[src/rtl/decode_stage.sv]
// ---------------------------------------------------------------------------
// decode_stage
//
// Registered RV32I decode stage. An instruction/PC pair is accepted on a
// valid/ready handshake, decoded combinationally and written into the tail of
// a DEPTH-entry in-order queue. The head entry of the queue drives the control
// bundle consumed by execute. Unknown or malformed encodings produce an entry
// whose bundle is all zero with the illegal flag set. These entries still
// occupy a slot and follow the normal handshake.
//
// Optional feature:
//   DECODE_MEXT_EN  When defined, R-type funct7=0000001 (M extension) is
//                   legal and decodes to alu_ctrl={0000001,funct3}.
//                   When undefined, that encoding is flagged illegal.
//
// Parameters:
//   XLEN    datapath / immediate / PC width (>= 32)
//   DEPTH   queue depth, power of two, >= 2
//   PC_SEL  sel_a code that selects the PC as operand A (AUIPC)
//
// Ports:
//   clk, rst_n           clock (rising edge), async active-low reset
//   flush                drop every queued entry (branch redirect)
//   in_valid/in_ready    input handshake; in_ready = queue not full
//   in_instr, in_pc      instruction word and its address
//   out_valid/out_ready  output handshake for the head entry
//   out_pc               PC of the head entry
//   alu_ctrl, imm,       decoded control bundle of the head entry.
//   imm_en, sel_a,       Every field is 0 when the queue is empty.
//   sel_b, sel_out,
//   jmp_type, new_jmp,
//   jalr_rs,
//   lam_control,
//   lam_new, illegal
// ---------------------------------------------------------------------------
module decode_stage #(
  parameter int XLEN   = 32,
  parameter int DEPTH  = 2,
  parameter int PC_SEL = 32
) (
  input  logic            clk,
  input  logic            rst_n,
  input  logic            flush,
  input  logic            in_valid,
  output logic            in_ready,
  input  logic [31:0]     in_instr,
  input  logic [XLEN-1:0] in_pc,
  output logic            out_valid,
  input  logic            out_ready,
  output logic [XLEN-1:0] out_pc,
  output logic [9:0]      alu_ctrl,
  output logic [XLEN-1:0] imm,
  output logic            imm_en,
  output logic [5:0]      sel_a,
  output logic [4:0]      sel_b,
  output logic [5:0]      sel_out,
  output logic [2:0]      jmp_type,
  output logic            new_jmp,
  output logic [4:0]      jalr_rs,
  output logic [8:0]      lam_control,
  output logic            lam_new,
  output logic            illegal
);

  localparam int PTR_W = $clog2(DEPTH);
  localparam int CNT_W = PTR_W + 1;

`ifdef DECODE_MEXT_EN
  localparam logic MEXT_EN = 1'b1;
`else
  localparam logic MEXT_EN = 1'b0;
`endif

  localparam logic [6:0] OP_R      = 7'b0110011;
  localparam logic [6:0] OP_IMM    = 7'b0010011;
  localparam logic [6:0] OP_LOAD   = 7'b0000011;
  localparam logic [6:0] OP_STORE  = 7'b0100011;
  localparam logic [6:0] OP_BRANCH = 7'b1100011;
  localparam logic [6:0] OP_LUI    = 7'b0110111;
  localparam logic [6:0] OP_AUIPC  = 7'b0010111;
  localparam logic [6:0] OP_JAL    = 7'b1101111;
  localparam logic [6:0] OP_JALR   = 7'b1100111;

  typedef struct packed {
    logic [XLEN-1:0] pc;
    logic [9:0]      alu_ctrl;
    logic [XLEN-1:0] imm;
    logic            imm_en;
    logic [5:0]      sel_a;
    logic [4:0]      sel_b;
    logic [5:0]      sel_out;
    logic [2:0]      jmp_type;
    logic            new_jmp;
    logic [4:0]      jalr_rs;
    logic [8:0]      lam_control;
    logic            lam_new;
    logic            illegal;
  } entry_t;

  // Sign-extend a 32-bit immediate to the datapath width.
  function automatic logic [XLEN-1:0] sext32(input logic [31:0] v);
    logic [XLEN-1:0] r;
    r       = {XLEN{v[31]}};
    r[31:0] = v;
    return r;
  endfunction

  // Instruction fields
  logic [6:0] opcode;
  logic [4:0] rd;
  logic [2:0] funct3;
  logic [4:0] rs1;
  logic [4:0] rs2;
  logic [6:0] funct7;

  assign opcode = in_instr[6:0];
  assign rd     = in_instr[11:7];
  assign funct3 = in_instr[14:12];
  assign rs1    = in_instr[19:15];
  assign rs2    = in_instr[24:20];
  assign funct7 = in_instr[31:25];

  logic [31:0] imm_i;
  logic [31:0] imm_s;
  logic [31:0] imm_b;
  logic [31:0] imm_u;
  logic [31:0] imm_j;

  assign imm_i = {{20{in_instr[31]}}, in_instr[31:20]};
  assign imm_s = {{20{in_instr[31]}}, in_instr[31:25], in_instr[11:7]};
  assign imm_b = {{19{in_instr[31]}}, in_instr[31], in_instr[7], in_instr[30:25],
                  in_instr[11:8], 1'b0};
  assign imm_u = {in_instr[31:12], 12'h000};
  assign imm_j = {{11{in_instr[31]}}, in_instr[31], in_instr[19:12], in_instr[20],
                  in_instr[30:21], 1'b0};

  // Queue state
  entry_t             mem_q [DEPTH];
  entry_t             mem_d [DEPTH];
  logic [PTR_W-1:0]   wr_ptr_q, wr_ptr_d;
  logic [PTR_W-1:0]   rd_ptr_q, rd_ptr_d;
  logic [CNT_W-1:0]   cnt_q, cnt_d;

  entry_t dec_entry;
  logic   dec_legal;
  logic   push;
  logic   pop;

  // Combinational decode of the incoming instruction into a queue entry.
  always_comb begin
    dec_entry = '0;
    dec_legal = 1'b1;
    case (opcode)
      OP_R: begin
        if (funct7 == 7'h00) begin
          dec_legal = 1'b1;
        end else if (funct7 == 7'h20) begin
          // Only SUB and SRA use the alternate funct7.
          dec_legal = (funct3 == 3'b000) || (funct3 == 3'b101);
        end else if (funct7 == 7'h01) begin
          dec_legal = MEXT_EN;
        end else begin
          dec_legal = 1'b0;
        end
        dec_entry.alu_ctrl = {funct7, funct3};
        dec_entry.sel_a    = {1'b0, rs1};
        dec_entry.sel_b    = rs2;
        dec_entry.sel_out  = {1'b0, rd};
      end
      OP_IMM: begin
        case (funct3)
          3'b001:  dec_legal = (funct7 == 7'h00);
          3'b101:  dec_legal = (funct7 == 7'h00) || (funct7 == 7'h20);
          default: dec_legal = 1'b1;
        endcase
        // For non-shift ops funct7 is just the top of the immediate; it is
        // carried into alu_ctrl unchanged and execute ignores it.
        dec_entry.alu_ctrl = {funct7, funct3};
        dec_entry.sel_a    = {1'b0, rs1};
        dec_entry.sel_out  = {1'b0, rd};
        dec_entry.imm      = sext32(imm_i);
        dec_entry.imm_en   = 1'b1;
      end
      OP_LOAD: begin
        dec_legal = (funct3 != 3'b011) && (funct3 != 3'b110) && (funct3 != 3'b111);
        // Load writeback is owned by the LAM, so the ALU result is not written.
        dec_entry.sel_a       = {1'b0, rs1};
        dec_entry.imm         = sext32(imm_i);
        dec_entry.imm_en      = 1'b1;
        dec_entry.lam_new     = 1'b1;
        dec_entry.lam_control = {1'b0, funct3, rd};
      end
      OP_STORE: begin
        dec_legal = (funct3 < 3'b011);
        dec_entry.sel_a       = {1'b0, rs1};
        dec_entry.sel_b       = rs2;
        dec_entry.imm         = sext32(imm_s);
        dec_entry.imm_en      = 1'b1;
        dec_entry.lam_control = {1'b1, funct3, rs2};
      end
      OP_BRANCH: begin
        dec_legal = (funct3 != 3'b010) && (funct3 != 3'b011);
        case (funct3[2:1])
          2'b00:   dec_entry.alu_ctrl = 10'h100;
          2'b10:   dec_entry.alu_ctrl = 10'h002;
          2'b11:   dec_entry.alu_ctrl = 10'h003;
          default: dec_entry.alu_ctrl = 10'h000;
        endcase
        dec_entry.sel_a    = {1'b0, rs1};
        dec_entry.sel_b    = rs2;
        dec_entry.imm      = sext32(imm_b);
        dec_entry.new_jmp  = 1'b1;
        dec_entry.jmp_type = funct3;
      end
      OP_LUI: begin
        // Operand A is x0, so the ALU result is the U immediate itself.
        dec_entry.sel_a   = 6'd0;
        dec_entry.sel_out = {1'b0, rd};
        dec_entry.imm     = sext32(imm_u);
        dec_entry.imm_en  = 1'b1;
      end
      OP_AUIPC: begin
        dec_entry.sel_a   = 6'(PC_SEL);
        dec_entry.sel_out = {1'b0, rd};
        dec_entry.imm     = sext32(imm_u);
        dec_entry.imm_en  = 1'b1;
      end
      OP_JAL: begin
        dec_entry.sel_out  = {1'b0, rd};
        dec_entry.imm      = sext32(imm_j);
        dec_entry.new_jmp  = 1'b1;
        dec_entry.jmp_type = 3'b010;
      end
      OP_JALR: begin
        dec_legal = (funct3 == 3'b000);
        dec_entry.sel_out  = {1'b0, rd};
        dec_entry.imm      = sext32(imm_i);
        dec_entry.jalr_rs  = rs1;
        dec_entry.new_jmp  = 1'b1;
        dec_entry.jmp_type = 3'b011;
      end
      default: begin
        dec_legal = 1'b0;
      end
    endcase

    // An illegal entry carries no control at all. The PC is kept so that
    // the trap logic knows where the fault happened.
    if (!dec_legal) begin
      dec_entry         = '0;
      dec_entry.illegal = 1'b1;
    end else begin
      dec_entry.illegal = 1'b0;
    end
    dec_entry.pc = in_pc;
  end

  assign in_ready  = (cnt_q != CNT_W'(DEPTH));
  assign out_valid = (cnt_q != CNT_W'(0));
  assign push      = in_valid && in_ready;
  assign pop       = out_valid && out_ready;

  // Next-state of queue storage, pointers and occupancy count.
  always_comb begin
    mem_d    = mem_q;
    wr_ptr_d = wr_ptr_q;
    rd_ptr_d = rd_ptr_q;
    cnt_d    = cnt_q;
    if (flush) begin
      // The redirect invalidates everything, including a same-cycle push.
      wr_ptr_d = '0;
      rd_ptr_d = '0;
      cnt_d    = '0;
    end else begin
      if (push) begin
        mem_d[wr_ptr_q] = dec_entry;
        wr_ptr_d        = wr_ptr_q + PTR_W'(1);
      end else begin
        wr_ptr_d = wr_ptr_q;
      end
      if (pop) begin
        rd_ptr_d = rd_ptr_q + PTR_W'(1);
      end else begin
        rd_ptr_d = rd_ptr_q;
      end
      case ({push, pop})
        2'b10:   cnt_d = cnt_q + CNT_W'(1);
        2'b01:   cnt_d = cnt_q - CNT_W'(1);
        default: cnt_d = cnt_q;
      endcase
    end
  end

  // Queue registers with asynchronous reset.
  always_ff @(posedge clk or negedge rst_n) begin
    if (!rst_n) begin
      for (int i = 0; i < DEPTH; i++) begin
        mem_q[i] <= '0;
      end
      wr_ptr_q <= '0;
      rd_ptr_q <= '0;
      cnt_q    <= '0;
    end else begin
      for (int i = 0; i < DEPTH; i++) begin
        mem_q[i] <= mem_d[i];
      end
      wr_ptr_q <= wr_ptr_d;
      rd_ptr_q <= rd_ptr_d;
      cnt_q    <= cnt_d;
    end
  end

  entry_t head;

  // Drive the bundle from the head entry; force zero when the queue is empty.
  always_comb begin
    if (out_valid) begin
      head = mem_q[rd_ptr_q];
    end else begin
      head = '0;
    end
    out_pc      = head.pc;
    alu_ctrl    = head.alu_ctrl;
    imm         = head.imm;
    imm_en      = head.imm_en;
    sel_a       = head.sel_a;
    sel_b       = head.sel_b;
    sel_out     = head.sel_out;
    jmp_type    = head.jmp_type;
    new_jmp     = head.new_jmp;
    jalr_rs     = head.jalr_rs;
    lam_control = head.lam_control;
    lam_new     = head.lam_new;
    illegal     = head.illegal;
  end

endmodule

[config.mk]
export PLATFORM = sky130hd
export DESIGN_NAME = decode_stage
export DESIGN_NICKNAME = d
export VERILOG_FILES = /design/src/rtl/decode_stage.sv
export SDC_FILE = /design/constraint.sdc
export NUM_CORES = 1
export LEC_CHECK = 0
export ABC_AREA = 1
export BUFFER_PORTS_ARGS = -buffer_cell sky130_fd_sc_hd__buf_2
export CORE_MARGIN = 8
export CORE_UTILIZATION = 61
export DETAILED_ROUTE_END_ITERATION = 16
export MAX_ROUTING_LAYER = met4
export PLACE_DENSITY = 0.9
export SLEW_MARGIN = 40
export SYNTH_ARGS = -nofsm -noshare
export SYNTH_HDL_FRONTEND = slang
export SYNTH_SLANG_ARGS = --single-unit
[constraint.sdc]
create_clock -name clk -period 3.08 [get_ports clk]
set_clock_uncertainty 0.05 [all_clocks]
set_input_delay 0.462 -clock clk [delete_from_list [all_inputs] [get_ports clk]]
set_output_delay 0.462 -clock clk [all_outputs]
set_load 0.02 [all_outputs]
# Word-level counts from Yosys, hierarchy flattened
# Cells that the tools add are included.
[op_classes]
n_addsub = 4
order_cmp = 4
n_eq_ne = 21
mux = 30
bitwise_logic = 3
n_reduce_logical = 24
[ops]
columns = ["operator", "n"]
rows = [
  ["$mux W112", 5],
  ["$bwmux W224", 1],
  ["$pmux W32 S5", 1],
  ["$demux W112 S1", 1],
  ["$mux W79", 1],
  ["$eq A7 B6 Y1 const B", 4],
  ["$pmux W9 S3", 1],
  ["$eq A7 B7 Y1 const B", 3],
  ["$pmux W10 S2", 1],
  ["$pmux W9 S2", 1],
  ["$mux W5", 3],
  ["$eq A7 B5 Y1 const B", 2],
  ["$pmux W4 S3", 1],
  ["$pmux W6 S2", 1],
  ["$reduce_or A5 Y1", 2],
  ["$mux W1", 9],
  ["$reduce_or A3 Y1", 3],
  ["$eq A7 B2 Y1 const B", 1],
  ["$logic_not A7 Y1", 1],
  ["$pmux W1 S7", 1],
  ["$eq A2 B2 Y1 const B", 3],
  ["$logic_and A1 B1 Y1", 6],
  ["$ne A3 B2 Y1 const B", 2],
  ["$ne A3 B3 Y1 const B", 2],
  ["other kinds (23)", 30],
]
[totals]
register_bits = 228
in_bits = 69
output_inout_bits = 114
word_cells = 115

# Longest topological paths before layout
[logic_depth]
word_depth = 7
ltp_mapped = 11

# Worst setup path before layout
# OpenSTA, ideal clock, no wires.
[synth_timing]
path_type = "register to output"
from = "reg rd_ptr_q"
to = "out alu_ctrl[0]"
t_arrival_ns = 1.510
required_ns = 2.568
slack_ns = 1.058
path_stages_with_launch = 7
cell_sequence = "dfrtp_1 -> clkbuf_1 -> inv_1 -> clkbuf_1 -> clkbuf_1 -> nand2_1 -> a21oi_1"
[synth_via]
elab_chain_len = 5
[synth_rtl]
columns = ["element", "line", "rtl"]
rows = [
  ["start: declaration", "141", "logic [PTR_W-1:0] rd_ptr_q, rd_ptr_d;"],
  ["start signal: assignment", "308", "rd_ptr_q <= rd_ptr_d;"],
  ["$not A1 Y2 (implied by the code)", "318", "head = mem_q[rd_ptr_q];"],
  ["$mux W112 (implied by the code) (3 in series)", "318", ""],
  ["$mux W112", "317", "if (out_valid) begin"],
  ["end: declaration", "51", "output logic [9:0] alu_ctrl,"],
]
# No other way between the ends. The select of a mux whose other input is x is not followed.

# Worst setup path in the final report
[layout_timing]
from = "reg rd_ptr_q"
to = "out out_pc[19]"
[layout_via]
elab_chain_len = 5
[layout_rtl]
columns = ["element", "line", "rtl"]
rows = [
  ["$not A1 Y2 (implied by the code)", "318", ""],
  ["$mux W112 (implied by the code) (3 in series)", "318", ""],
  ["$mux W112", "317", ""],
  ["end: declaration", "50", "output logic [XLEN-1:0] out_pc,"],
]
# No other way between the ends. The select of a mux whose other input is x is not followed.

==> metrics.cfg <==
[yosys]
synth_edf_count=0
ys.flop_type=dfrtp_1
synth.area.mux_share_pct=0
ys_seq_area_share_pct=50.0
synth-xor-area-share_pct=0.0774
yosysWarningCount=0
syn_area_per_cell_sq_um=7.27
synth_top_family_by_area=simple AND/OR/NAND/NOR gates
syn_area_sq_mm=0.0113
synth_cell_types=28
synth_fp_nets=1626
ys_seq_elements=226
synth_cells=1557
synthAdderAreaFrac_pct=0
yosys.area_share.simple_pct=33.2
synth_compound_gate_area_share_pct=9.85
synthArstFlopShare_pct=100

[cells_and_area]
final_common_cell=nand2_1
layout_common_cells=nand2_1 (670), dfrtp_1 (225), buf_2 (180), nand3_1 (172), a21oi_1 (114)
area_delta_synth_final_pct=17.3
nets=1753
drive_above_1_share_pct=15.5
final_util_pct=71.9

[die]
ios=183
die_w_microns=152
fp-row-count=50
coreArea_sq_mm=0.0185
die_area_sq_mm=0.0232
die_height_microns=152
initial_core_util_pct=61.3

[power_and_ir_drop]
powerDensity_mw_per_mm2=630
max-vdd-ir-drop_mv=0.446
power_mw=8.37
leakage_nw=7.20

[setup_path]
end_kind=output pin
crit_start=rd_ptr_q$_DFFE_PN0P_
arrival_ns=2.46
cp.buffers_inverters=3
cp_max_fo=38
crit_chain=clkinv_2, buf_12, nand2_1, a21oi_1, buf_2
crit_type=flop to output pin
cp_top_family=buffers and inverters
cp_slowest_cell=dfrtp_4
required_ns=2.57
cp-start-kind=flop
cpPeakStageDelay_ns=0.63
r2r-start=cnt_q[0]$_DFFE_PN0P_

[clock_tree]
cts-root-buf=clkbuf_16
cts_buffers=23
clkSinkCount=226
cts_tree=yes
clockBufferDepth=3
h-tree-depth=1
post_cts_buffers=0
clk_pin_slew_worst_paths_ns=0.06
worstSkewPairLatency_ns=0.51

[min_path]
hp-class=input port to flop
hp-start=in_pc[25]

[sta]
finalHoldViolCount=0
fin_setup_tns_ns=0
finalSetupViolations=0
fin_crit_ns=2.97
grt_setup_unrepaired=no
fmax_mhz=337
setup_ws_ns=0.112
finalCritPeriodShare_pct=96.4
maxSlewHeadroom_pct=44.4
slew_violations=0
tightest_slew_ns=0.825

[drt]
drc=0
detail_route.vias_per_cell=5.88
wire_per_inst_microns=17.8
dr.first_iter.drc_count=1339
firstDrtPassIters=6
vias=11400
drt-total-wl_mm=34.5
ant_nets=0

[place]
place.gp.congestion=0.933
place_worst_setup_slack_ns=0.559
place_hpwl_mm=22.1
io_buffers=181

[global_routing]
grt-ovfl-total=0
antenna_found_initial=1
grt_max_degree=79
grt_pass1_vias=10700
track_usage_pct=29.4
grt_first_pass_wirelength_mm=55.0

[flow_run]
maxCapViolCount=0

[status]
run_status=finished clean

-- sequential cells by signal, summed over array words and instances (netlist names) --
signal	cells
wr_ptr_q	1
cnt_q	2
mem_q	222
rd_ptr_q	1
-- power breakdown --
| group | internal (mW) | switching, mW | total, mW |
|---|---|---|---|
| clock | 1.74 | 1.18 | 2.92 |
| combinational | 0.526 | 1.33 | 1.86 |
| sequential | 3.35 | 0.237 | 3.59 |
| total | 5.62 | 2.74 | 8.37 |
-- path summary, 6_finish.rpt --
path                            slack [ns]                      to  depth (start not counted)
worst max-delay path                  0.11              out_pc[19]                          5
worst min-delay path                  0.16  mem_q[217]$_DFFE_PN0P_                          3
worst max register to register        0.85  mem_q[178]$_DFFE_PN0P_                          8
worst min register to register        0.43  mem_q[151]$_DFFE_PN0P_                          2
max in group asynchronous             1.72  mem_q[162]$_DFFE_PN0P_                          3
min in group asynchronous             0.49  mem_q[206]$_DFFE_PN0P_                          2
-- kinds of logic (layout without fill, tap and decap cells) --
family,count (synthesis),count (layout)
AO/OA/AOI/OAI,220,220
XOR/XNOR,1,1
buffers and inverters,190,333
flip-flops,226,226
other,1,3
AND/OR/NAND/NOR,919,919
-- final cells by class --
type                            count  area (sq um)
Sequential cell                   226          5660
Fill cell                        1412          5180
Multi-Input combinational cell   1141          4920
Timing Repair Buffer              211          1300
Clock buffer                       29           648
Inverter                           81           310
Tap cell                          234           293
Clock inverter                     12           148
Antenna cell                        2          5.00
-- metrics by stage --
stage	std cells	hold slack (ns)	instance area (sq um)
final	1936	0.159	13300
after global routing	1935	0.158	13300
after CTS	1933	0.149	13200
after detailed placement	1891	0.415	12400
after global placement	1891	0.410	12400
after floorplan	1557	0.116	11300
-- synthesized netlist by cell type, types with 2 or more instances --
| cell type | count | area (sq um) |
|---|---|---|
| nand4_1 | 6 | 37.5 |
| nand3b_1 | 11 | 82.6 |
| inv_2 | 2 | 7.51 |
| dfrtp_1 | 226 | 5660 |
| nor3_2 | 2 | 20.0 |
| nand3_1 | 172 | 861 |
| clkbuf_1 | 76 | 285 |
| a21oi_1 | 114 | 571 |
| o22ai_1 | 7 | 43.8 |
| o21ai_1 | 11 | 55.1 |
| buf_1 | 11 | 41.3 |
| nand2_1 | 670 | 2510 |
| o21ai_0 | 86 | 430 |
| nor3_1 | 3 | 15.0 |
| inv_1 | 78 | 293 |
| buf_2 | 10 | 50.1 |
| buf_4 | 11 | 82.6 |
| nor2_1 | 51 | 191 |
-- worst reg2reg max path: stages, from the launching register on --
cell	delay (ns)
dfrtp_1	0.42
inv_1	0.15
nand2_1	0.11
nand2_1	0.28
nor3_4	0.08
inv_4	0.52
buf_4	0.36
nand2_1	0.11
nand2_1	0.08
-- metal layers --
layer / GRT usage, % / up-vias / share of wire, % / wire [microns]
li1: - / 5216 / - / -
met1: 37.8 / 5376 / 39 / 13400
met2: 46.0 / 690 / 47 / 16200
met3: 5.30 / 108 / 10 / 3600
met4: 11.5 / 0 / 3.7 / 1280
met5: - / - / 0 / 0
-- repair_timing --
action                                 4_1_cts  5_1_grt
hold buffers                                 1        0
endpoints found under the hold margin       71        0
gates resized for setup                      0        0
Note: power is estimated with default switching activity, not from simulation.
